### config.mk
export PLATFORM = sky130hd
export DESIGN_NAME = pipe_stage_skid
export DESIGN_NICKNAME = d
export VERILOG_FILES = /design/src/rtl/pipe_pkg.sv /design/src/rtl/d_ffec_n.sv /design/src/rtl/pipe_stage_skid.sv
export SDC_FILE = /design/constraint.sdc
export NUM_CORES = 1
export LEC_CHECK = 0
export ABC_AREA = 1
export CAP_MARGIN = 20
export CORE_AREA = 8 8 164 166
export DETAILED_ROUTE_END_ITERATION = 6
export DIE_AREA = 0 0 172 174
export PLACE_DENSITY_LB_ADDON = 0.2
export SETUP_SLACK_MARGIN = 0.3
export SLEW_MARGIN = 20
export SYNTH_ARGS = -nofsm -noshare
export SYNTH_HDL_FRONTEND = slang
export SYNTH_SLANG_ARGS = --single-unit
### constraint.sdc
create_clock -name Clk -period 3.6 [get_ports Clk]
set_clock_uncertainty 0.15 [all_clocks]
set_input_delay 0.72 -clock Clk [delete_from_list [all_inputs] [get_ports Clk]]
set_output_delay 0.72 -clock Clk [all_outputs]
set_load 0.1 [all_outputs]
### src/rtl/pipe_pkg.sv
// pipe_pkg: shared state encoding and default field widths for pipeline stage registers
package pipe_pkg;
  typedef enum logic [1:0] {EMPTY = 2'b00, ONE = 2'b01, FULL = 2'b11} state_t;
  localparam int DEF_CTRL_W = 8;
  localparam int DEF_DATA_W = 128;
  localparam int DEF_CNT_W  = 16;
endpackage

### src/rtl/d_ffec_n.sv
// d_ffec_n: N-bit D flop with enable and asynchronous active-low clear
module d_ffec_n #(
  parameter int W = 1
) (
  input  logic         clk,
  input  logic         clrn,
  input  logic         en,
  input  logic [W-1:0] d,
  output logic [W-1:0] q
);
  always_ff @(posedge clk or negedge clrn)
    if (!clrn) q <= '0;
    else if (en) q <= d;
endmodule

### src/rtl/pipe_stage_skid.sv
// pipe_stage_skid: valid/ready pipeline register with 2-entry skid buffer, flush-to-bubble
// and a saturating stall counter
module pipe_stage_skid
  import pipe_pkg::*;
#(
  parameter int CTRL_W = DEF_CTRL_W,
  parameter int DATA_W = DEF_DATA_W,
  parameter int CNT_W  = DEF_CNT_W
) (
  input  logic              Clk,
  input  logic              Clrn,
  input  logic              Flush,
  input  logic              InValid,
  output logic              InReady,
  input  logic [CTRL_W-1:0] InCtrl,
  input  logic [DATA_W-1:0] InData,
  output logic              OutValid,
  input  logic              OutReady,
  output logic [CTRL_W-1:0] OutCtrl,
  output logic [DATA_W-1:0] OutData,
  output logic [CNT_W-1:0]  StallCnt
);
  state_t state, state_nx;
  logic acc, xfer, ld_main, ld_skid, clr_main;
  logic [CTRL_W-1:0] skid_ctrl;
  logic [DATA_W-1:0] skid_data;
  assign OutValid = state != EMPTY;
  assign InReady  = state != FULL;
  assign acc      = InValid & InReady & !Flush;
  assign xfer     = OutValid & OutReady;
  always_ff @(posedge Clk or negedge Clrn)
    if (!Clrn) state <= EMPTY;
    else state <= state_nx;
  always_comb begin
    state_nx = state;
    ld_main  = 1'b0;
    ld_skid  = 1'b0;
    clr_main = 1'b0;
    if (Flush) begin
      state_nx = EMPTY;
      clr_main = 1'b1;
    end else
      case (state)
        EMPTY: if (acc) begin
          ld_main  = 1'b1;
          state_nx = ONE;
        end
        ONE: if (acc && xfer) ld_main = 1'b1;
          else if (acc) begin
            ld_skid  = 1'b1;
            state_nx = FULL;
          end else if (xfer) begin
            clr_main = 1'b1;
            state_nx = EMPTY;
          end
        FULL: if (xfer) begin
          ld_main  = 1'b1;
          state_nx = ONE;
        end
        default: state_nx = EMPTY;
      endcase
  end
  // ctrl is zeroed on every entry to EMPTY so OutCtrl needs no output gating
  d_ffec_n #(.W(CTRL_W)) u_main_ctrl (
    .clk(Clk), .clrn(Clrn), .en(ld_main | clr_main),
    .d(clr_main ? '0 : (state == FULL ? skid_ctrl : InCtrl)), .q(OutCtrl)
  );
  d_ffec_n #(.W(DATA_W)) u_main_data (
    .clk(Clk), .clrn(Clrn), .en(ld_main),
    .d(state == FULL ? skid_data : InData), .q(OutData)
  );
  d_ffec_n #(.W(CTRL_W)) u_skid_ctrl (
    .clk(Clk), .clrn(Clrn), .en(ld_skid | Flush),
    .d(Flush ? '0 : InCtrl), .q(skid_ctrl)
  );
  d_ffec_n #(.W(DATA_W)) u_skid_data (
    .clk(Clk), .clrn(Clrn), .en(ld_skid),
    .d(InData), .q(skid_data)
  );
  always_ff @(posedge Clk or negedge Clrn)
    if (!Clrn) StallCnt <= '0;
    else if (OutValid && !OutReady && StallCnt != '1) StallCnt <= StallCnt + 1'b1;
endmodule
Word level (Yosys, flattened, before mapping)
Cells that the tools add are included.
{ "totals": {"inputBits": 141, "output_inout_bits": 154, "regBits": 290, "word_cells": 51} }
{ "op_classes": {"mux": 23, "reduce_logical": 8, "eq_ne": 8, "add_sub_neg": 1, "bitwise_logic": 5} }
{ "ops": {"columns": ["op", "n"], "rows": [
  ["$mux 128", 1],
  ["$mux 8", 3],
  ["$add 16x1->16 const B", 1],
  ["$ne 16x16->1 const B", 1],
  ["$mux 2", 6],
  ["$mux 1", 11],
  ["$ne 3x3->1 const B", 3],
  ["$pmux 2 s3", 1],
  ["$ne 4x4->1 const B", 1],
  ["$reduce_and 4->1", 1],
  ["$and 1x1->1", 3],
  ["$logic_and 1x1->1", 3],
  ["$pmux 1 s3", 1],
  ["$eq 2x1->1 const B", 1],
  ["$eq 2x2->1 const B", 1],
  ["$logic_not 1->1", 2],
  ["$logic_not 2->1", 1],
  ["$ne 2x2->1 const B", 1],
  ["$or 1x1->1", 2],
  ["$reduce_bool 2->1", 1]
]} }

Depth between registers and ports, before layout
Gate-level depths: netlist of the first run.
{ "depth": {"ltp_word": 8, "depth_mapped": 12, "mapped_depth_nobuf": 10} }

Modules after synthesis
From an unflattened synthesis of the first run, not the netlist that was laid out.
{ "hier_totals": {"cells_unflattened": 1788, "hier_area_um2": 13601.8} }
{ "modules_own_cells": {"columns": ["module", "n_inst", "area_each_um2", "cells_each", "seq_area_each_um2"], "rows": [
  ["d_ffec_n at u_main_data ...", 2, 4959.8, 541, 3203.1],
  ["pipe_stage_skid", 1, 3071.7, 638, 450.4],
  ["d_ffec_n at u_main_ctrl ...", 2, 305.3, 34, 200.2]
]} }

Worst setup path after synthesis of the first run
OpenSTA, ideal clock, no wires.
{ "synth_timing": {"path_kind": "register to output", "from": "register state[0]", "to": "output port InReady", "n_path_buf": 3, "path_slack_ps": 777, "t_arrival_ps": 1953, "required_ps": 2730, "stages_incl_launch_ff": 6, "path_cell_list": "dfrtp_1 ha_1 buf_6 inv_4 buf_2 clkbuf_1"} }
{ "synth_between": {"elab_chain_len": 1} }
{ "synth_rtl": {"columns": ["element", "line", "source"], "rows": [
  ["from (decl)", "pipe_stage_skid.sv:23", "state_t state, state_nx;"],
  ["from (signal assigned)", "pipe_stage_skid.sv:33", "else state <= state_nx;"],
  ["$ne 2x2->1", "pipe_stage_skid.sv:28", "assign InReady = state != FULL;"],
  ["to (decl)", "pipe_stage_skid.sv:14", "output logic InReady,"]
]} }
Every way passes these cells.

Worst setup path after layout of the first run
Ends and elaborated chain as after synthesis.

==> key figures, run 1 <==
Status
  – Outcome: complete, no violations

Route
  – Number of routed nets with antenna violations: 0
  – Number of vias per cell: 5.08
  – Drt drc: 0
  – Via count: 10500
  – Length of the first detailed-routing pass in iterations: 5
  – Average routed wire per standard cell: 15.7 µm
  – Detailed-route wire length: 32600 µm
  – Initial drt markers: 823

Final layout
  – Share of layout cells above drive strength 1: 16.0%
  – Final net count: 1871
  – Total inserted antenna cells: 0
  – Layout overhead on the synthesized area: 29.7%
  – Final non-filler cell total: 2075

STA
  – Final worst hold slack: 0.324 ns
  – Number of failing setup endpoints in the final timing report: 0
  – Unrepaired setup endpoints after global routing: no
  – Worst slew margin: 32.9%
  – Setup tns final: 0 ns
  – Worst-Margin Slew: 1.00 ns
  – Final Slew Violations: 0
  – Final Hold Fails: 0
  – Fmax achieved: 0.331 GHz
  – Ratio of final minimum period to clock period: 83.9%
  – Final critical-path setup slack: 0.581 ns
  – Minimum period implied by the final worst setup slack: 3.02 ns

Global routing
  – Global router's overall resource usage: 21.7%
  – First-pass GRT wire length: 53800 µm
  – Overflow left after global routing: 0
  – Largest net degree at the start of global routing: 187
  – Initial antenna violation count: 2
  – Vias in the first global route: 10500

Logic synthesis
  – Distinct cell type count after synthesis: 27
  – Post-synth design cell area: 0.0131 mm²
  – Post-Synthesis Mean Instance Area: 8.96 µm²
  – Yosys warnings: 0
  – Flops & latches, synth: 290
  – Seq/Total Area, Yosys: 55.2%
  – Synthesized instance count: 1467
  – Post-Synthesis Net Count: 1613

Worst setup path
  – Slowest cell delay on critical path: 0.42 ns
  – Critical Path Sink Type: primary output
  – WS Path Type: register to primary output
  – Largest delay contributor family on the critical path: buffers and inverters
  – Slowest CP cell: sky130_fd_sc_hd__dfrtp_1
  – Startpoint types: register
  – Crit path cell chain: ha_2 > inv_4 > buf_12 > buf_12
  – Required time at the worst-slack endpoint: 2.73 ns
  – Top cell by count, worst path: sky130_fd_sc_hd__buf_12
  – CP Data Arrival Time: 2.15 ns
  – CP max FO: 186
  – Buffers & Inverters on Critical Path: 3

Power and ir drop
  – Maximum ir drop on the vdd rail: 730 µV
  – Leakage power summed over all cells: 8.44 nW
  – PD cells: 1060 mW/mm²
  – Overall power after layout: 18.1 mW

Clock tree
  – Maximum clock path buffer count: 3
  – Clock insertion delay at the later pin of the skew report: 0.53 ns
  – CTS Sinks: 290
  – CTS clk-pin slew, worst paths: 0.06 ns
  – Clock buffers created by TritonCTS: 30
  – CTS tree: yes
  – Cell at the root of the clock tree: sky130_fd_sc_hd__clkbuf_16
  – Number of H-tree levels: 1

Place
  – Final HPWL from detailed placement: 22200 µm
  – Port-buffer cells: 294
  – Cell total after placement: 2022
  – Pre-CTS WS: 0.563 ns
  – Placer congestion estimate: 0.831

Floorplanning
  – Die extent in y: 174 µm
  – Starting Density: 53.6%
  – Width of the chip: 172 µm
  – Core ar.: 0.0245 mm²
  – Die Area: 0.0299 mm²
  – Site row count: 58
  – IO Count: 295

Flow run
  – Max_cap viols: 0

Worst hold path
  – Class of the most critical hold timing path: register to register
[report_power, final]
group          internal, mW  switching [mW]  total [mW]
Sequential             4.67           0.817        5.49
Combinational          2.15            7.40        9.55
Clock                  1.85            1.22        3.08
[stage by stage]
stage                     utilization (%)  cell area, µm²
final                                69.5           17100
after global routing                 69.5           17100
after CTS                            69.5           17100
after detailed placement             65.5           16100
after global placement               65.5           16100
after floorplan                         -           13100
[worst reg2reg max path, cell delays in order (launching register included)]
cell and delay [ns]:
sky130_fd_sc_hd__dfrtp_1 0.40, sky130_fd_sc_hd__ha_2 0.43, sky130_fd_sc_hd__inv_4 0.07, sky130_fd_sc_hd__nand2_2 0.10, sky130_fd_sc_hd__nor2_1 0.05, sky130_fd_sc_hd__nand2_1 0.15
sky130_fd_sc_hd__nand3_4 0.17, sky130_fd_sc_hd__nand2_8 0.45, sky130_fd_sc_hd__buf_4 0.33, sky130_fd_sc_hd__nand2_1 0.10, sky130_fd_sc_hd__o21ai_2 0.07
[synthesized netlist by cell type]
| cell type | number | area share [%] |
|---|---|---|
| sky130_fd_sc_hd__buf_8 | 2 | 0.23 |
| sky130_fd_sc_hd__buf_1 | 6 | 0.17 |
| sky130_fd_sc_hd__inv_4 | 1 | 0.048 |
| sky130_fd_sc_hd__nor3_2 | 1 | 0.076 |
| sky130_fd_sc_hd__buf_2 | 14 | 0.53 |
| sky130_fd_sc_hd__nand3_4 | 1 | 0.13 |
| sky130_fd_sc_hd__o21ai_2 | 102 | 6.8 |
| sky130_fd_sc_hd__inv_2 | 2 | 0.057 |
| sky130_fd_sc_hd__clkbuf_1 | 42 | 1.2 |
| sky130_fd_sc_hd__mux2i_1 | 36 | 2.7 |
| sky130_fd_sc_hd__nand2_4 | 1 | 0.086 |
| sky130_fd_sc_hd__nand3_1 | 64 | 2.4 |
| sky130_fd_sc_hd__nor3_1 | 1 | 0.038 |
| sky130_fd_sc_hd__nor2_2 | 2 | 0.095 |
| sky130_fd_sc_hd__nor2_1 | 22 | 0.63 |
| sky130_fd_sc_hd__nand2_2 | 1 | 0.048 |
| sky130_fd_sc_hd__buf_6 | 16 | 1.4 |
| sky130_fd_sc_hd__o21ai_1 | 61 | 2.3 |
| sky130_fd_sc_hd__dfrtp_1 | 290 | 55 |
| sky130_fd_sc_hd__nand4_1 | 12 | 0.57 |
| sky130_fd_sc_hd__ha_1 | 5 | 0.48 |
| sky130_fd_sc_hd__o21ai_0 | 179 | 6.8 |
| sky130_fd_sc_hd__buf_4 | 12 | 0.69 |
| sky130_fd_sc_hd__xnor2_1 | 1 | 0.067 |
| sky130_fd_sc_hd__nand2_1 | 468 | 13 |
| sky130_fd_sc_hd__xor2_1 | 7 | 0.47 |
| sky130_fd_sc_hd__inv_1 | 118 | 3.4 |
[final cells by class]
cell class	count	area (µm²)
Inverter	121	457
Timing Repair Buffer	318	3030
Clock inverter	6	86.3
Fill cell	1939	7470
Tap cell	330	413
Sequential cell	290	7260
Clock buffer	46	902
Multi-Input combinational cell	964	4910
[registers in the layout, summed over array words and instances, names as in the netlist]
signal	flops
u_main_data.q	128
u_skid_data.q	128
StallCnt	16
u_main_ctrl.q	8
u_skid_ctrl.q	8
state	2
[placed cells by master (no fill, tap or decap), types with 8 or more instances in the layout]
master and instances:
sky130_fd_sc_hd__nand2_1 467, sky130_fd_sc_hd__dfrtp_1 290, sky130_fd_sc_hd__clkdlybuf4s50_1 194, sky130_fd_sc_hd__o21ai_0 179, sky130_fd_sc_hd__inv_1 118, sky130_fd_sc_hd__buf_4 110, sky130_fd_sc_hd__o21ai_2 102, sky130_fd_sc_hd__nand3_1 64
sky130_fd_sc_hd__o21ai_1 61, sky130_fd_sc_hd__mux2i_1 36, sky130_fd_sc_hd__clkbuf_16 31, sky130_fd_sc_hd__nor2_1 22, sky130_fd_sc_hd__nand4_1 12, sky130_fd_sc_hd__buf_12 12, sky130_fd_sc_hd__clkbuf_1 8
[cells by family (layout without fill, tap and decap cells)]
family          count (synthesis)  after routing  share of synthesized area, %
compound gates                342            342                          15.9
xor+xnor                        8              8                         0.533
fa+ha+maj                       5              5                         0.476
buf+inv                       213            491                          7.66
flops                         290            290                          55.2
mux                            36             36                          2.74
simple gates                  573            573                          17.5
[metal layers]
metal	up-vias	track usage, %	wire [µm]
met2	292	34.6	15300
met5	-	0	27
li1	5246	-	-
met1	4954	29.7	14400
met3	51	4.65	2210
met4	4	5.75	697
[path summary, 6_finish.rpt]
kind                                      end  slack [ns]               start  cells after the start
max                                   InReady        0.58            state[0]                      4
min                        u_skid_data.q[109]        0.32  u_skid_data.q[109]                      2
max reg2reg                u_main_data.q[126]        1.06            state[1]                     10
min reg2reg                u_skid_data.q[109]        0.32  u_skid_data.q[109]                      2
max in group asynchronous   u_skid_data.q[71]        1.83                Clrn                      3
min in group asynchronous  u_skid_data.q[109]        0.58                Clrn                      2
[repair_timing]
item	4_1_cts	5_1_grt
endpoints found under the hold margin	13	0
setup buffers	0	0
gates resized for setup	0	0
hold buffers	1	0
No activity file was read; power rests on OpenSTA's default activity.
==> run 2, diff against run 1 <==
--- a/config.mk
+++ b/config.mk
@@ -7,9 +7,9 @@
 export LEC_CHECK = 0
 export ABC_AREA = 1
 export CAP_MARGIN = 20
-export CORE_AREA = 8 8 164 166
+export CORE_AREA = 8 8 170 172
 export DETAILED_ROUTE_END_ITERATION = 6
-export DIE_AREA = 0 0 172 174
+export DIE_AREA = 0 0 178 180
 export PLACE_DENSITY_LB_ADDON = 0.2
 export SETUP_SLACK_MARGIN = 0.3
 export SLEW_MARGIN = 20
==> constraint.sdc (replaced) <==
create_clock -name Clk -period 3.09 [get_ports Clk]
set_clock_uncertainty 0.15 [all_clocks]
set_input_delay 0.618 -clock Clk [delete_from_list [all_inputs] [get_ports Clk]]
set_output_delay 0.618 -clock Clk [all_outputs]
set_load 0.1 [all_outputs]
==> run 2 against run 1 <==
Effect of this change:
- sequential cell count stayed put
- via count is 0.52% higher
- sequential power is 17% higher
- worst setup slack worse by 0.18 ns
- critical path depth stayed put
- cell count is 0.96% higher
- cell area is 0.38% higher
- routed wire length is 1.6% higher
- count of clock-buffer cells in the layout stayed put
- combinational power is 15% higher
- non-clock buffer count is 5 higher
- total power is 17% higher
- highest routed layer unchanged
==> key figures, run 2 (synthesis results as in run 1) <==
Clock tree
  – Clock insertion delay at the later pin of the skew report: 0.55 ns
  – CTS clk-pin slew, worst paths: 0.06 ns
  – Clock buffers created by TritonCTS: 31
  – Maximum clock path buffer count: 3
  – Setup repair bufs after CTS: 0
  – Cell at the root of the clock tree: sky130_fd_sc_hd__clkbuf_16
  – CTS Sinks: 290
  – CTS tree: yes
  – Number of H-tree levels: 1

Status
  – Outcome: complete, no violations

STA
  – Number of failing setup endpoints in the final timing report: 0
  – Worst-Margin Slew: 0.595 ns
  – Ratio of final minimum period to clock period: 87.0%
  – Setup tns final: 0 ns
  – Final Hold Fails: 0
  – Minimum period implied by the final worst setup slack: 2.69 ns
  – Fmax achieved: 0.372 GHz
  – Final Slew Violations: 0
  – Unrepaired setup endpoints after global routing: no
  – Worst slew margin: 60.3%
  – Final critical-path setup slack: 0.403 ns

Global routing
  – Overflow left after global routing: 0
  – Initial antenna violation count: 5
  – Largest net degree at the start of global routing: 149
  – Global router's overall resource usage: 20.4%
  – Vias in the first global route: 10500
  – First-pass GRT wire length: 54000 µm

Floorplanning
  – Starting Density: 49.9%
  – Die Area: 0.0320 mm²
  – Core ar.: 0.0264 mm²
  – Site row count: 60
  – IO Count: 295
  – Width of the chip: 178 µm
  – Die extent in y: 180 µm

Final layout
  – Most common cell after layout, fill and taps aside: sky130_fd_sc_hd__nand2_1
  – Share of layout cells above drive strength 1: 19.7%
  – Commonest cells after routing, fill and taps aside: sky130_fd_sc_hd__nand2_1, sky130_fd_sc_hd__dfrtp_1, sky130_fd_sc_hd__o21ai_0
  – Final net count: 1877
  – Final non-filler cell total: 2095
  – Final non-filler cell area: 0.0171 mm²
  – Total area of multi-input combinational cells: 0.00491 mm²
  – Layout overhead on the synthesized area: 30.2%
  – Largest registers: u_main_data.q (128), u_skid_data.q (128), StallCnt (16)
  – Final core utilization: 65.0%
  – Layout fillers: 2141
  – Area used by sequential logic in the layout: 0.00726 mm²

Route
  – Number of vias per cell: 5.06
  – Number of routed nets with antenna violations: 0
  – Via count: 10600
  – Length of the first detailed-routing pass in iterations: 7
  – Average routed wire per standard cell: 15.8 µm
  – Detailed-route wire length: 33200 µm
  – Initial drt markers: 799
  – Drt drc: 0

Place
  – Pre-CTS WS: 0.256 ns
  – Placed Instance Area: 0.0160 mm²
  – Final HPWL from detailed placement: 23100 µm
  – Cell total after placement: 2038
  – Placer congestion estimate: 0.831
  – Port-buffer cells: 294

Worst setup path
  – Slowest CP cell: sky130_fd_sc_hd__dfrtp_1
  – Slowest cell delay on critical path: 0.41 ns
  – Worst reg2reg path depth: 10
  – Register-to-register path setup slack: 0.63 ns
  – CP max FO: 39
  – WS Path Type: register to primary output
  – Critical Path Sink Type: primary output
  – Levels on crit path: 4
  – Crit path cell chain: ha_2 > inv_4 > buf_6 > buf_12
  – Buffers & Inverters on Critical Path: 3
  – Startpoint types: register
  – Required time at the worst-slack endpoint: 2.32 ns
  – CP Data Arrival Time: 1.92 ns
  – Largest delay contributor family on the critical path: buffers and inverters

Worst hold path
  – Hold path cells: 2
  – Class of the most critical hold timing path: register to register

Power and ir drop
  – Maximum ir drop on the vdd rail: 1010 µV
  – PD cells: 1240 mW/mm²
  – Leakage power summed over all cells: 8.61 nW

Flow run
  – Max_cap viols: 0
run 2: timing repair:
action | 4_1_cts | 5_1_grt
hold endpoints to repair | 63 | 0
hold buffers | 1 | 0
setup endpoints to repair | 1 | 0
gates resized for setup | 1 | 0
run 2: layout make-up:
| cell class | instances | area share, % |
|---|---|---|
| Antenna cell | 1 | 0.0146 |
| Clock inverter | 9 | 0.870 |
| Inverter | 121 | 2.67 |
| Clock buffer | 46 | 5.39 |
| Multi-Input combinational cell | 964 | 28.7 |
| Timing Repair Buffer | 323 | 17.5 |
| Sequential cell | 290 | 42.4 |
| Tap cell | 341 | 2.49 |
run 2: final timing paths:
kind	from	end
min	u_skid_data.q[113]	u_skid_data.q[113]
max in group asynchronous	Clrn	u_skid_data.q[54]
max	state[0]	InReady
min in group asynchronous	Clrn	u_main_data.q[112]
max reg2reg	state[0]	u_main_data.q[48]
min reg2reg	u_skid_data.q[113]	u_skid_data.q[113]
run 2: tightest hold or removal path: stages (launching register included):
cell,delay [ns]
sky130_fd_sc_hd__dfrtp_1,0.34
sky130_fd_sc_hd__nand2_1,0.05
sky130_fd_sc_hd__nand2_1,0.05
run 2: where the power goes:
group / switching (mW) / internal (mW) / total [mW]
clock: 1.47 / 2.38 / 3.85
sequential: 0.975 / 5.45 / 6.42
combinational: 8.61 / 2.41 / 11.0
run 2: layer usage:
metal	GRT usage, %	part of all wire (%)	vias up
met2	32.7	47	295
met5	0	0.21	-
met3	5.41	8.0	62
li1	-	-	5267
met4	5.84	2.4	10
met1	26.8	42	4968
run 2: stage by stage:
stage,hold slack (ns),power (mW)
3_5_place_dp,0.309,17.6
4_1_cts,0.323,21.5
6_report,0.318,21.3
2_1_floorplan,0.172,14.9
5_1_grt,0.339,22.3
3_3_place_gp,0.303,17.4
